File: config.mk
export PLATFORM = sky130hd
export DESIGN_NAME = id_ex_pipe_reg
export DESIGN_NICKNAME = d
export VERILOG_FILES = /design/src/rtl/id_ex_pipe_reg.sv
export SDC_FILE = /design/constraint.sdc
export NUM_CORES = 1
export LEC_CHECK = 0
export ABC_CLOCK_PERIOD_IN_PS = 5790
export BUFFER_PORTS_ARGS = -buffer_cell sky130_fd_sc_hd__buf_2
export CORE_UTILIZATION = 30
export DETAILED_ROUTE_END_ITERATION = 6
export MAX_ROUTING_LAYER = met4
export PLACE_DENSITY_LB_ADDON = 0.05
export SETUP_SLACK_MARGIN = 0.15
export SYNTH_ARGS = -nofsm -noshare
export SYNTH_HDL_FRONTEND = slang
export SYNTH_SLANG_ARGS = --single-unit
File: constraint.sdc
create_clock -name clk -period 5.79 [get_ports clk]
set_clock_uncertainty 0.05 [all_clocks]
set_input_delay 0.579 -clock clk [delete_from_list [all_inputs] [get_ports clk]]
set_output_delay 0.579 -clock clk [all_outputs]
set_load 0.02 [all_outputs]
File: src/rtl/id_ex_pipe_reg.sv
// Decode->Execute pipeline register.
// Captures the decoded control bundle, operands and register specifiers once
// per cycle, with stall (hold), flush (bubble) and illegal-opcode squash.
// A bubble always carries all-zero control and data, so it cannot write a
// register, write memory or branch. IllegalE is a sticky flag, and
// BubbleCntE is a saturating count of the bubbles loaded, kept for perf debug.
module id_ex_pipe_reg #(
   parameter int DATA_W = 32,
   parameter int REG_W  = 5,
   parameter int CNT_W  = 16
) (
   input  logic              clk,
   input  logic              reset,
   input  logic              StallE,
   input  logic              FlushE,
   input  logic              ValidD,
   input  logic              IllegalOpD,
   input  logic              RegWriteD,
   input  logic              RegDstD,
   input  logic              ALUSrcD,
   input  logic              BranchD,
   input  logic              MemWriteD,
   input  logic              MemtoRegD,
   input  logic [1:0]        ALUOpD,
   input  logic [DATA_W-1:0] RD1D,
   input  logic [DATA_W-1:0] RD2D,
   input  logic [DATA_W-1:0] SignImmD,
   input  logic [REG_W-1:0]  RsD,
   input  logic [REG_W-1:0]  RtD,
   input  logic [REG_W-1:0]  RdD,
   output logic              ValidE,
   output logic              RegWriteE,
   output logic              RegDstE,
   output logic              ALUSrcE,
   output logic              BranchE,
   output logic              MemWriteE,
   output logic              MemtoRegE,
   output logic [1:0]        ALUOpE,
   output logic [DATA_W-1:0] RD1E,
   output logic [DATA_W-1:0] RD2E,
   output logic [DATA_W-1:0] SignImmE,
   output logic [REG_W-1:0]  RsE,
   output logic [REG_W-1:0]  RtE,
   output logic [REG_W-1:0]  RdE,
   output logic              IllegalE,
   output logic [CNT_W-1:0]  BubbleCntE
);

   logic              valid_q,      valid_d;
   logic              reg_write_q,  reg_write_d;
   logic              reg_dst_q,    reg_dst_d;
   logic              alu_src_q,    alu_src_d;
   logic              branch_q,     branch_d;
   logic              mem_write_q,  mem_write_d;
   logic              mem_to_reg_q, mem_to_reg_d;
   logic [1:0]        alu_op_q,     alu_op_d;
   logic [DATA_W-1:0] rd1_q,        rd1_d;
   logic [DATA_W-1:0] rd2_q,        rd2_d;
   logic [DATA_W-1:0] sign_imm_q,   sign_imm_d;
   logic [REG_W-1:0]  rs_q,         rs_d;
   logic [REG_W-1:0]  rt_q,         rt_d;
   logic [REG_W-1:0]  rd_q,         rd_d;
   logic              illegal_q,    illegal_d;
   logic [CNT_W-1:0]  bubble_cnt_q, bubble_cnt_d;

   logic load_ok;
   logic take_bubble;
   logic cnt_full;

   // Decide this cycle's action: flush beats stall, stall beats load, and a
   // load of anything other than a valid legal instruction becomes a bubble.
   always_comb begin
      load_ok     = ValidD & ~IllegalOpD;
      take_bubble = FlushE | (~StallE & ~load_ok);
      cnt_full    = (bubble_cnt_q == {CNT_W{1'b1}});
   end

   // Next-state for every E-stage field; hold is the default.
   always_comb begin
      valid_d      = valid_q;
      reg_write_d  = reg_write_q;
      reg_dst_d    = reg_dst_q;
      alu_src_d    = alu_src_q;
      branch_d     = branch_q;
      mem_write_d  = mem_write_q;
      mem_to_reg_d = mem_to_reg_q;
      alu_op_d     = alu_op_q;
      rd1_d        = rd1_q;
      rd2_d        = rd2_q;
      sign_imm_d   = sign_imm_q;
      rs_d         = rs_q;
      rt_d         = rt_q;
      rd_d         = rd_q;
      illegal_d    = illegal_q;
      bubble_cnt_d = bubble_cnt_q;

      if (take_bubble) begin
         // Zero everything so no decoder output, possibly X, reaches E.
         valid_d      = 1'b0;
         reg_write_d  = 1'b0;
         reg_dst_d    = 1'b0;
         alu_src_d    = 1'b0;
         branch_d     = 1'b0;
         mem_write_d  = 1'b0;
         mem_to_reg_d = 1'b0;
         alu_op_d     = 2'b00;
         rd1_d        = '0;
         rd2_d        = '0;
         sign_imm_d   = '0;
         rs_d         = '0;
         rt_d         = '0;
         rd_d         = '0;
         if (!cnt_full) begin
            bubble_cnt_d = bubble_cnt_q + 1'b1;
         end
         // Only a squash on a real load sets the sticky flag, never a flush.
         if (!FlushE && ValidD && IllegalOpD) begin
            illegal_d = 1'b1;
         end
      end else if (!StallE) begin
         valid_d      = 1'b1;
         reg_write_d  = RegWriteD;
         reg_dst_d    = RegDstD;
         alu_src_d    = ALUSrcD;
         branch_d     = BranchD;
         mem_write_d  = MemWriteD;
         mem_to_reg_d = MemtoRegD;
         alu_op_d     = ALUOpD;
         rd1_d        = RD1D;
         rd2_d        = RD2D;
         sign_imm_d   = SignImmD;
         rs_d         = RsD;
         rt_d         = RtD;
         rd_d         = RdD;
      end
   end

   // E-stage state; async reset clears everything, including during a stall.
   always_ff @(posedge clk or posedge reset) begin
      if (reset) begin
         valid_q      <= 1'b0;
         reg_write_q  <= 1'b0;
         reg_dst_q    <= 1'b0;
         alu_src_q    <= 1'b0;
         branch_q     <= 1'b0;
         mem_write_q  <= 1'b0;
         mem_to_reg_q <= 1'b0;
         alu_op_q     <= 2'b00;
         rd1_q        <= '0;
         rd2_q        <= '0;
         sign_imm_q   <= '0;
         rs_q         <= '0;
         rt_q         <= '0;
         rd_q         <= '0;
         illegal_q    <= 1'b0;
         bubble_cnt_q <= '0;
      end else begin
         valid_q      <= valid_d;
         reg_write_q  <= reg_write_d;
         reg_dst_q    <= reg_dst_d;
         alu_src_q    <= alu_src_d;
         branch_q     <= branch_d;
         mem_write_q  <= mem_write_d;
         mem_to_reg_q <= mem_to_reg_d;
         alu_op_q     <= alu_op_d;
         rd1_q        <= rd1_d;
         rd2_q        <= rd2_d;
         sign_imm_q   <= sign_imm_d;
         rs_q         <= rs_d;
         rt_q         <= rt_d;
         rd_q         <= rd_d;
         illegal_q    <= illegal_d;
         bubble_cnt_q <= bubble_cnt_d;
      end
   end

   // Outputs come straight from flops: no input-to-output combinational path.
   always_comb begin
      ValidE     = valid_q;
      RegWriteE  = reg_write_q;
      RegDstE    = reg_dst_q;
      ALUSrcE    = alu_src_q;
      BranchE    = branch_q;
      MemWriteE  = mem_write_q;
      MemtoRegE  = mem_to_reg_q;
      ALUOpE     = alu_op_q;
      RD1E       = rd1_q;
      RD2E       = rd2_q;
      SignImmE   = sign_imm_q;
      RsE        = rs_q;
      RtE        = rt_q;
      RdE        = rd_q;
      IllegalE   = illegal_q;
      BubbleCntE = bubble_cnt_q;
   end

endmodule

### Yosys cells after proc, flatten, opt, wreduce, memory -nomap -nowiden

Cells that the tools add are included.

* bits in registers: 137
* bits of input ports: 125
* logic and storage cells: 59

* bitwise gates (word level): 7
* equal/unequal tests: 2
* $add $sub $neg: 1
* reductions and logical operators: 5
* mux-type cells: 28

Operator list (number)
* 2-to-1 mux 32 bit: 6
* 2-to-1 mux 5 bit: 6
* adder 16 x 1 -> 16 bit (second input constant): 1
* == test 16 bit (second input constant): 1
* 2-to-1 mux 1 bit: 14
* 2-to-1 mux 2 bit: 2
* NOT 1 bit: 4
* AND reduction 2 bit: 2
* bitwise AND 1 bit: 2
* logical AND 1 bit: 2
* != test 2 x 1 -> 1 bit (second input constant): 1
* zero test 1 bit: 1
* bitwise OR 1 bit: 1

### Logic depth before layout (Yosys ltp)

Gate-level depths: netlist (run 1).

* depth in word-level cells: 6
* depth in mapped cells: 6

### Worst setup path before layout (run 1)

Ideal clock, no wire load.

* path type: reg-to-reg
* from: reg bubble_cnt_q[0], in the netlist BubbleCntE[0]
* to: reg bubble_cnt_q[10], in the netlist BubbleCntE[10]
* data required time: 5.660 ns
* setup slack: 3.984 ns
* clock period less this slack: 1.806 ns
* stages on the path, launching flop included: 7
* arrival: 1.677 ns
* library setup time: 0.080 ns
* cells stage by stage: dfrtp_1 ha_1 nand3_1 or2_1 or3_4 nor2_2 xor2_1

* word-level cells in the longest chain between the ends: 3
* elaborated cells on any way between the ends: 4
* classes of those cells: add/sub (1); eq/ne (1); bitwise (1); reduce/logical (1)

Ends and longest elaborated chain
* start: declaration: RTL line 64 `logic [CNT_W-1:0] bubble_cnt_q, bubble_cnt_d;`
* start signal: assignment: RTL line 173 `bubble_cnt_q <= bubble_cnt_d;`
* branches (longest 3 deep; another with adder 16 x 1 -> 16 bit)

Several ways; the timed one is not identified.
A chain may end at the register's enable or synchronous reset.

### Worst setup path after layout (run 1)

* from: in StallE
* to: reg rd2_q[19], in the netlist RD2E[19]

* word-level cells in the longest chain between the ends: 4
* elaborated cells on any way between the ends: 5
* classes of those cells: eq/ne (1); mux (1); bitwise (3)

Ends and longest elaborated chain
* start: declaration: RTL line 14 `input logic StallE,`
* NOT 1 bit: RTL line 74 `take_bubble = FlushE | (~StallE & ~load_ok);`
* bitwise AND 1 bit: RTL line 74
* bitwise OR 1 bit: RTL line 74
* != test 2 x 1 -> 1 bit (no source line) or 2-to-1 mux 32 bit (tied branches)
* end signal: assignment: RTL line 167 `rd2_q <= rd2_d;`
* end: declaration: RTL line 58 `logic [DATA_W-1:0] rd2_q, rd2_d;`

Parallel ways exist; a longest one is shown, timed or not.

==> flow_summary.yaml, run 1 <==
logic_synthesis:
  avgSynthCellArea_um2: 14.7
  synth.top_cell.area_share: 0.688
  synth_xor_area_frac: 0.0228
  ys_top_cells_by_area: "dfrtp_1 (69%), a22o_1 (21%), xnor2_1 (1.6%), clkbuf_1 (1.4%), buf_2 (0.70%)"
  syn_inst: 338
  synthMuxAreaShare: 0.00226
  synth_fa_ha_area_frac: 0.00251
  netlist_area_um2: 4980
  seq_area_frac_synth: 0.688
  ys_ff_latch: 137
  yosysWarnings: 0
  synth_top_family_by_area: "compound AO/OA/AOI/OAI gates"
  synth-compound-area-share: 0.219
  yosys.area.top_type: "dfrtp_1"
  ys_types: 31
  synth_nets: 464
  synthSimpleGateAreaFrac: 0.0427
timing:
  setup_viol: 0
  tns_ns: 0
  slew_headroom: 0.377
  period_needed_ns: 2.35
  slew_violations: 0
  fin_hold_ws_ns: 0.211
  clock.fmax_mhz: 425
  rsz0062_at_grt: "false"
  worst_slew_pin_slew_ns: 0.934
  min_period_over_period: 0.407
  finalHoldViolCount: 0
clock_network:
  htreeDepth: 4
  clockRootBuffer: "clkbuf_16"
  cts_tree: "yes"
  clk_pin_slew_ns: 0.06
  cts_sinks: 137
  insertion_delay_ns: 0.41
  ctsHoldBuffers: 0
  ctsResizeCount: 0
  cts_buffer_depth: 2
  cts_setup_buffers: 0
  cts_made_buffers: 17
setup_path:
  start_kind: "primary input"
  critPathArrivalTime_ns: 2.65
  worst-endpoint-required_ns: 6.09
  criticalPathCategory: "in -> reg"
  cp-end-kind: "register"
  path_max_fanout: 84
grt:
  grt_max_degree: 85
  grt_pass1_vias: 3839
  grtUsageTotal: 0.165
  antenna_found_initial: 0
  grt_overflow: 0
  grt_pass1_wl_um: 20600
routing:
  vias: 3896
  drc: 0
  first_pass_iters: 4
  finalWirelength_um: 13900
  drtIter0Drc: 162
  viasPerCell: 4.72
  ant_nets: 0
  avgRoutedWirePerCell_um: 16.9
die:
  die-area_um2: 17100
  die_h_um: 131
  fp.coreArea_um2: 16100
  io_pins: 262
  dieWidth_um: 131
  row_count: 46
  initial_core_util: 0.310
final_layout:
  multi_input_area_um2: 1450
  diodes: 0
  area_growth_pct: 41.8
  seq_area_um2: 3430
  fill_cells: 1531
  design_area_um2: 7070
  drive_gt1_frac: 0.507
  nets: 722
min_path:
  hold_path_class: "in -> async"
placement:
  port_buffers: 261
  place.gp.congestion: 0.713
  dpl.hpwl_um: 9420
  place_area_um2: 6500
power_and_ir_drop:
  ir_worst_vdd_uv: 185
  p_per_area_nw_per_um2: 336
  power_leakage_nw: 3.88
outcome:
  status: "completed"
run:
  drv_cap: 0
-- layout by cell type (no fill, tap or decap), drive strengths merged --
cell type  instances
nand4              6
or2                1
clkinv             4
xnor2              9
clkbuf            19
and3               2
nand2b             1
buf              265
nor3               4
o31a               1
a31o               1
a21oi              1
a22o             119
ha                 1
a31oi              1
dfrtp            137
bufinv             1
nor2b              1
inv                5
nor2               5
clkinvlp           5
or3                1
and4               2
a41oi              1
xor2               4
nor4               1
mux2               1
nand3              7
nand2              2
o21a               1
-- layer usage --
metal	global-route usage	wire, um
met5	-	0
met4	0.0676	221
met3	0.0533	990
met2	0.243	6550
met1	0.210	6170
-- per-stage QoR --
step,power (W),worst slack (ns),std cells,utilization
final,0.00237,3.44,825,0.440
after CTS,0.00240,3.48,825,0.440
after detailed placement,0.00137,3.03,793,0.405
after floorplan,0.00123,1.49,338,-
after global routing,0.00248,3.33,825,0.440
after global placement,0.00136,3.10,793,0.405
-- final timing paths --
check / from / end / slack [ns] / depth (start not counted)
worst max-delay path: StallE / RD2E[19]$_DFFE_PP0P_ / 3.44 / 5
worst min-delay path: reset / RD2E[18]$_DFFE_PP0P_ / 0.21 / 2
worst max register to register: BubbleCntE[0]$_DFFE_PP0P_ / BubbleCntE[1]$_DFFE_PP0P_ / 3.96 / 5
worst min register to register: IllegalE$_DFFE_PP0P_ / IllegalE$_DFFE_PP0P_ / 0.43 / 1
max in group asynchronous: reset / BubbleCntE[1]$_DFFE_PP0P_ / 4.15 / 3
min in group clk: RD2D[6] / RD2E[6]$_DFFE_PP0P_ / 0.33 / 2
-- worst max-delay path, cell delays in order --
cell and delay [ns]:
buf_2 0.10, inv_1 0.09, nor2_4 0.67, buf_4 0.80, a22o_1 0.27
-- sequential cells by signal (all words and copies together), names as in the netlist --
register / cells
RD1E: 32
RD2E: 32
SignImmE: 32
BubbleCntE: 16
RdE: 5
RsE: 5
RtE: 5
ALUOpE: 2
ALUSrcE: 1
BranchE: 1
IllegalE: 1
MemWriteE: 1
MemtoRegE: 1
RegDstE: 1
RegWriteE: 1
ValidE: 1
-- cell families (layout without fill, tap and decap cells) --
group / count (synthesis) / in the layout
flip-flops: 137 / 137
multiplexers: 1 / 1
XOR/XNOR: 13 / 13
adder cells (fa/ha/maj): 1 / 1
buffers and inverters: 28 / 299
AND/OR/NAND/NOR: 33 / 33
AO/OA/AOI/OAI: 125 / 125
-- area by class of cell --
cell class,instances,share of cell area
multi-input combinational,173,0.206
inverter,2,0.00177
clock buffer,19,0.0627
clock inverter,13,0.0172
tap,216,0.0383
sequential,137,0.485
timing repair buffer,265,0.189
-- power by group --
part | internal [W] | switching (W)
Combinational | 0.000111 | 0.000168
Clock | 0.000605 | 0.000423
Sequential | 0.00101 | 0.0000564
Total | 0.00172 | 0.000647
-- cells in the mapped netlist --
library cell / number
dfrtp_1: 137
a22o_1: 119
clkbuf_1: 18
xnor2_1: 9
buf_2: 7
nand3_1: 7
nand4_1: 5
xor2_1: 4
nor2_1: 3
and3_1: 2
and4_1: 2
inv_1: 2
nand2_1: 2
nor2_2: 2
nor3_1: 2
nor3_2: 2
a21oi_2: 1
a31o_2: 1
a31oi_1: 1
a41oi_1: 1
buf_1: 1
ha_1: 1
mux2_2: 1
nand2b_1: 1
nand4_2: 1
nor2b_1: 1
nor4_2: 1
o21a_1: 1
o31a_1: 1
or2_1: 1
or3_4: 1
(Power assumes the default switching activity.)
==> run 2: changes to the inputs <==
Settings changed: ABC_CLOCK_PERIOD_IN_PS 5790 to 2300.
Clock period 5.79 ns to 2.3 ns, I/O delays scaled along.
==> run 2 against run 1 <==
Power grew to 2.8 times the previous value. Global-route usage rose by 1.2 points. Via count increased by 12%. Setup slack got worse by 2.9 ns. Cell area is 20% higher. Flip-flop and latch count unchanged. Critical endpoint is now BubbleCntE[1]$_DFFE_PP0P_. Largest power group is now clock.
==> flow_summary.yaml, run 2 (synthesized netlist as in run 1, its figures left out) <==
routing:
  drtIter0Drc: 198
  avgRoutedWirePerCell_um: 15.7
  finalWirelength_um: 14900
  first_pass_iters: 6
  ant_nets: 0
  viasPerCell: 4.61
  vias: 4363
  drc: 0
final_layout:
  final_cell_mix: "buf_2 (261), dfrtp_1 (137), a22o_1 (119), dlygate4sd3_1 (118), clkbuf_16 (17)"
  final_common_cell: "buf_2"
  design_area_um2: 8450
  postLayoutCoreUtil: 0.526
  drive_gt1_frac: 0.428
  nets: 844
  area_growth_pct: 69.5
  diodes: 0
die:
  fp.coreArea_um2: 16100
  row_count: 46
  die_h_um: 131
  die-area_um2: 17100
  io_pins: 262
  initial_core_util: 0.310
  dieWidth_um: 131
placement:
  place.gp.congestion: 0.719
  place_area_um2: 6590
  port_buffers: 261
  dp_slack_ns: 0.528
  dpl.hpwl_um: 9590
setup_path:
  path_max_fanout: 5
  critPathArrivalTime_ns: 2.01
  worst-endpoint-required_ns: 2.54
  start_kind: "register"
  criticalPathCategory: "reg -> reg"
  reg2reg_depth: 5
  cp-end-kind: "register"
clock_network:
  cts_tree: "yes"
  cts_buffer_depth: 2
  cts_made_buffers: 17
  clockRootBuffer: "clkbuf_16"
  insertion_delay_ns: 0.41
  cts_sinks: 137
  cts_setup_buffers: 0
  htreeDepth: 4
  clk_pin_slew_ns: 0.06
timing:
  fin_hold_ws_ns: 0.0152
  tns_ns: 0
  finalHoldViolCount: 0
  setup_viol: 0
  slew_violations: 0
  clock.fmax_mhz: 565
  layout_setup_ws_ns: 0.530
  period_needed_ns: 1.77
  min_period_over_period: 0.769
  slew_headroom: 0.548
  rsz0062_at_grt: "false"
  worst_slew_pin_slew_ns: 0.677
grt:
  grtUsageTotal: 0.177
  grt_max_degree: 77
  grt_overflow: 0
  antenna_found_initial: 0
  grt_pass1_wl_um: 22400
  grt_pass1_vias: 4359
min_path:
  hold_path_class: "in -> reg"
  min_path_cells: 2
run:
  drv_cap: 0
power_and_ir_drop:
  p_per_area_nw_per_um2: 784
  ir_worst_vdd_uv: 480
  power_leakage_nw: 4.47
outcome:
  status: "completed"
run 2: per-stage QoR:
step                cells  power [W]
finish                947    0.00663
global placement      797    0.00343
detailed placement    797    0.00345
CTS                   947    0.00672
floorplan             338    0.00310
global route          947    0.00689
run 2: final timing paths:
check	start	to	slack, ns
min in group asynchronous	reset	SignImmE[26]$_DFFE_PP0P_	0.43
hold reg to reg	IllegalE$_DFFE_PP0P_	IllegalE$_DFFE_PP0P_	0.44
max in group asynchronous	reset	ValidE$_DFFE_PP0P_	1.02
setup reg to reg	BubbleCntE[0]$_DFFE_PP0P_	BubbleCntE[1]$_DFFE_PP0P_	0.53
setup / recovery	BubbleCntE[0]$_DFFE_PP0P_	BubbleCntE[1]$_DFFE_PP0P_	0.53
hold / removal	RD1D[7]	RD1E[7]$_DFFE_PP0P_	0.02
run 2: cell type report:
type / count / area (um2)
clock inverters: 14 / 245
inverters: 2 / 11.3
clock buffers: 18 / 429
flip-flops and latches: 137 / 3430
well taps: 216 / 270
repair buffers: 387 / 2610
fillers: 1404 / 7610
multi-input cells: 173 / 1450
run 2: report_power, final:
group	switching, W	total, W	internal [W]	leakage (nW)
clock network	0.00103	0.00307	0.00204	0.325
logic	0.000457	0.000877	0.000420	2.29
registers	0.000136	0.00268	0.00254	1.86
run 2: critical path: stages (launching register included):
cell	delay (ns)
dfrtp_1	0.41
ha_1	0.19
nand3_1	0.14
nor4_2	0.46
nor2_2	0.13
mux2_2	0.29
run 2: repair_timing:
action,CTS,global route
resized for setup,0,0
endpoints found under the hold margin,142,0
hold buffers,118,0
run 2: routing by layer:
layer / vias up / track usage / part of all wire
li1: 2059 / - / -
met4: 0 / 0.0771 / 0.020
met3: 21 / 0.0407 / 0.059
met2: 179 / 0.275 / 0.48
met5: - / - / 0
met1: 2104 / 0.222 / 0.44
==> run 3: changes to the inputs <==
Settings changed: ABC_CLOCK_PERIOD_IN_PS 2300 to 1500.
Clock period 2.3 ns to 1.5 ns, I/O delays scaled along.
==> run 3 against run 2 <==
The flow now finishes with violations (setup timing). Sequential power rose by 51%. First-iteration DRC count shrank 24%. Global-route usage rose by 0.31 points. Flip-flop and latch count unchanged. Wire length rose by 1.7%. Non-clock buffer count rose by 30. Setup slack worse by 0.64 ns. Cell area is 3.1% higher. Clock power is 35% higher. Combinational power grew 100%. Largest power group unchanged.
==> flow_summary.yaml, run 3 (synthesized netlist as in run 1, its figures left out) <==
clock_network:
  cts_tree: "yes"
  insertion_delay_ns: 0.41
  cts_made_buffers: 17
  htreeDepth: 4
  cts_sinks: 137
  clockRootBuffer: "clkbuf_16"
  clk_pin_slew_ns: 0.06
  cts_buffer_depth: 2
power_and_ir_drop:
  p_switching_w: 0.00265
  ir_worst_vdd_uv: 735
  p_int_w: 0.00732
  clockPowerShare: 0.415
  combPwrFrac: 0.179
  p_per_area_nw_per_um2: 1140
  power_leakage_nw: 4.61
  p_total_w: 0.00997
  switching_share: 0.265
  seqPwrFrac: 0.406
final_layout:
  final_cell_mix: "buf_2 (254), dfrtp_1 (137), dlygate4sd3_1 (122), a22o_1 (119), buf_4 (30)"
  final_cells: 977
  drive_gt1_frac: 0.453
  diodes: 0
  nets: 874
  final_common_cell: "buf_2"
  design_area_um2: 8710
  area_growth_pct: 74.8
  fill_cells: 1408
placement:
  place.gp.congestion: 0.799
  place_area_um2: 6770
  placed_cells: 818
  port_buffers: 261
  dpl.hpwl_um: 9900
timing:
  slew_violations: 0
  worst_slew_pin_slew_ns: 0.445
  finalHoldViolCount: 0
  min_period_over_period: 1.08
  setup_viol: 14
  fin_hold_ws_ns: 0.0334
  rsz0062_at_grt: "true"
  layout_setup_ws_ns: -0.115
  slew_headroom: 0.703
  clock.fmax_mhz: 619
  period_needed_ns: 1.61
setup_path:
  start_kind: "register"
  crit_chain: "ha_4 -> nand3_4 -> or2_4 -> or3_4 -> nor2_4 -> xor2_1"
  cp-end-kind: "register"
  max_stage_delay_ns: 0.39
  worst_path_max_delay_cell: "dfrtp_1"
  path_max_fanout: 3
  critPathArrivalTime_ns: 1.89
  criticalPathCategory: "reg -> reg"
  cp_num_buf_inv: 0
  worst-endpoint-required_ns: 1.78
  path_delay_family: "simple AND/OR/NAND/NOR gates"
grt:
  grt_overflow: 0
  antenna_found_initial: 0
  grt_max_degree: 71
  grtUsageTotal: 0.180
  grt_pass1_vias: 4437
  grt_pass1_wl_um: 22600
outcome:
  status: "complete, but fails checks"
  violations: "setup timing"
die:
  die-area_um2: 17100
  dieWidth_um: 131
  row_count: 46
  io_pins: 262
  die_h_um: 131
  initial_core_util: 0.310
  fp.coreArea_um2: 16100
routing:
  drc: 0
  viasPerCell: 4.56
  drtIter0Drc: 151
  first_pass_iters: 4
  avgRoutedWirePerCell_um: 15.5
  finalWirelength_um: 15100
  vias: 4453
  ant_nets: 0
run:
  drv_cap: 0
min_path:
  hold_path_class: "in -> reg"
## run 3: cell types whose count changed in the layout (fill, tap and decap cells not counted), sizes merged
| cell | before | now |
|---|---|---|
| bufinv | 6 | 2 |
| inv | 2 | 3 |
| dlygate4sd3 | 118 | 122 |
| buf | 269 | 295 |
| clkinvlp | 2 | 5 |
## run 3: what timing repair did
item,in CTS,in global routing
resized for setup,11,12
setup buffers,3,2
setup endpoints to repair,16,24
pin swaps,13,4
endpoints found under the hold margin,257,0
hold buffers,122,0
## run 3: final cells by class
| type | count | area [um2] | share of cell area |
|---|---|---|---|
| multi-input combinational | 173 | 1520 | 0.174 |
| inverter | 2 | 11.3 | 0.00129 |
| clock inverter | 14 | 149 | 0.0171 |
| tap | 216 | 270 | 0.0310 |
| clock buffer | 18 | 439 | 0.0504 |
| sequential | 137 | 3430 | 0.394 |
| timing repair buffer | 417 | 2890 | 0.332 |
## run 3: power groups by stage
stage / logic (W) / clock network (W) / registers (W)
3_5_place_dp: 0.00140 / 0 / 0.00407
4_1_cts: 0.00175 / 0.00425 / 0.00404
3_3_place_gp: 0.00139 / 0 / 0.00406
5_1_grt: 0.00194 / 0.00441 / 0.00407
2_1_floorplan: 0.000371 / 0 / 0.00438
6_report: 0.00179 / 0.00414 / 0.00405
## run 3: path summary, 6_finish.rpt
check / slack [ns] / to / from / cells past startpoint
max in group asynchronous: 0.69 / RdE[4]$_DFFE_PP0P_ / reset / 4
min reg2reg: 0.45 / SignImmE[8]$_DFFE_PP0P_ / SignImmE[8]$_DFFE_PP0P_ / 1
max reg2reg: -0.11 / BubbleCntE[10]$_DFFE_PP0P_ / BubbleCntE[1]$_DFFE_PP0P_ / 6
max: -0.11 / BubbleCntE[10]$_DFFE_PP0P_ / BubbleCntE[1]$_DFFE_PP0P_ / 6
min in group asynchronous: 0.40 / RD1E[2]$_DFFE_PP0P_ / reset / 4
min: 0.03 / ValidE$_DFFE_PP0P_ / FlushE / 2
## run 3: metrics by stage
| step | setup WS [ns] | util | TNS [ns] |
|---|---|---|---|
| after detailed placement | -0.241 | 0.422 | -1.80 |
| after floorplan | -0.407 | - | -58.76 |
| after global placement | -0.209 | 0.422 | -1.20 |
| after CTS | -0.111 | 0.539 | -0.750 |
| after global routing | -0.180 | 0.543 | -2.08 |
| final | -0.115 | 0.543 | -0.735 |
## run 3: layer usage
metal  global-route usage  part of all wire  up-vias
met3               0.0472             0.062       18
met1                0.217              0.43     2147
li1                     -                 -     2118
met2                0.288              0.49      170
met4               0.0737             0.016        0
met5                    -                 0        -
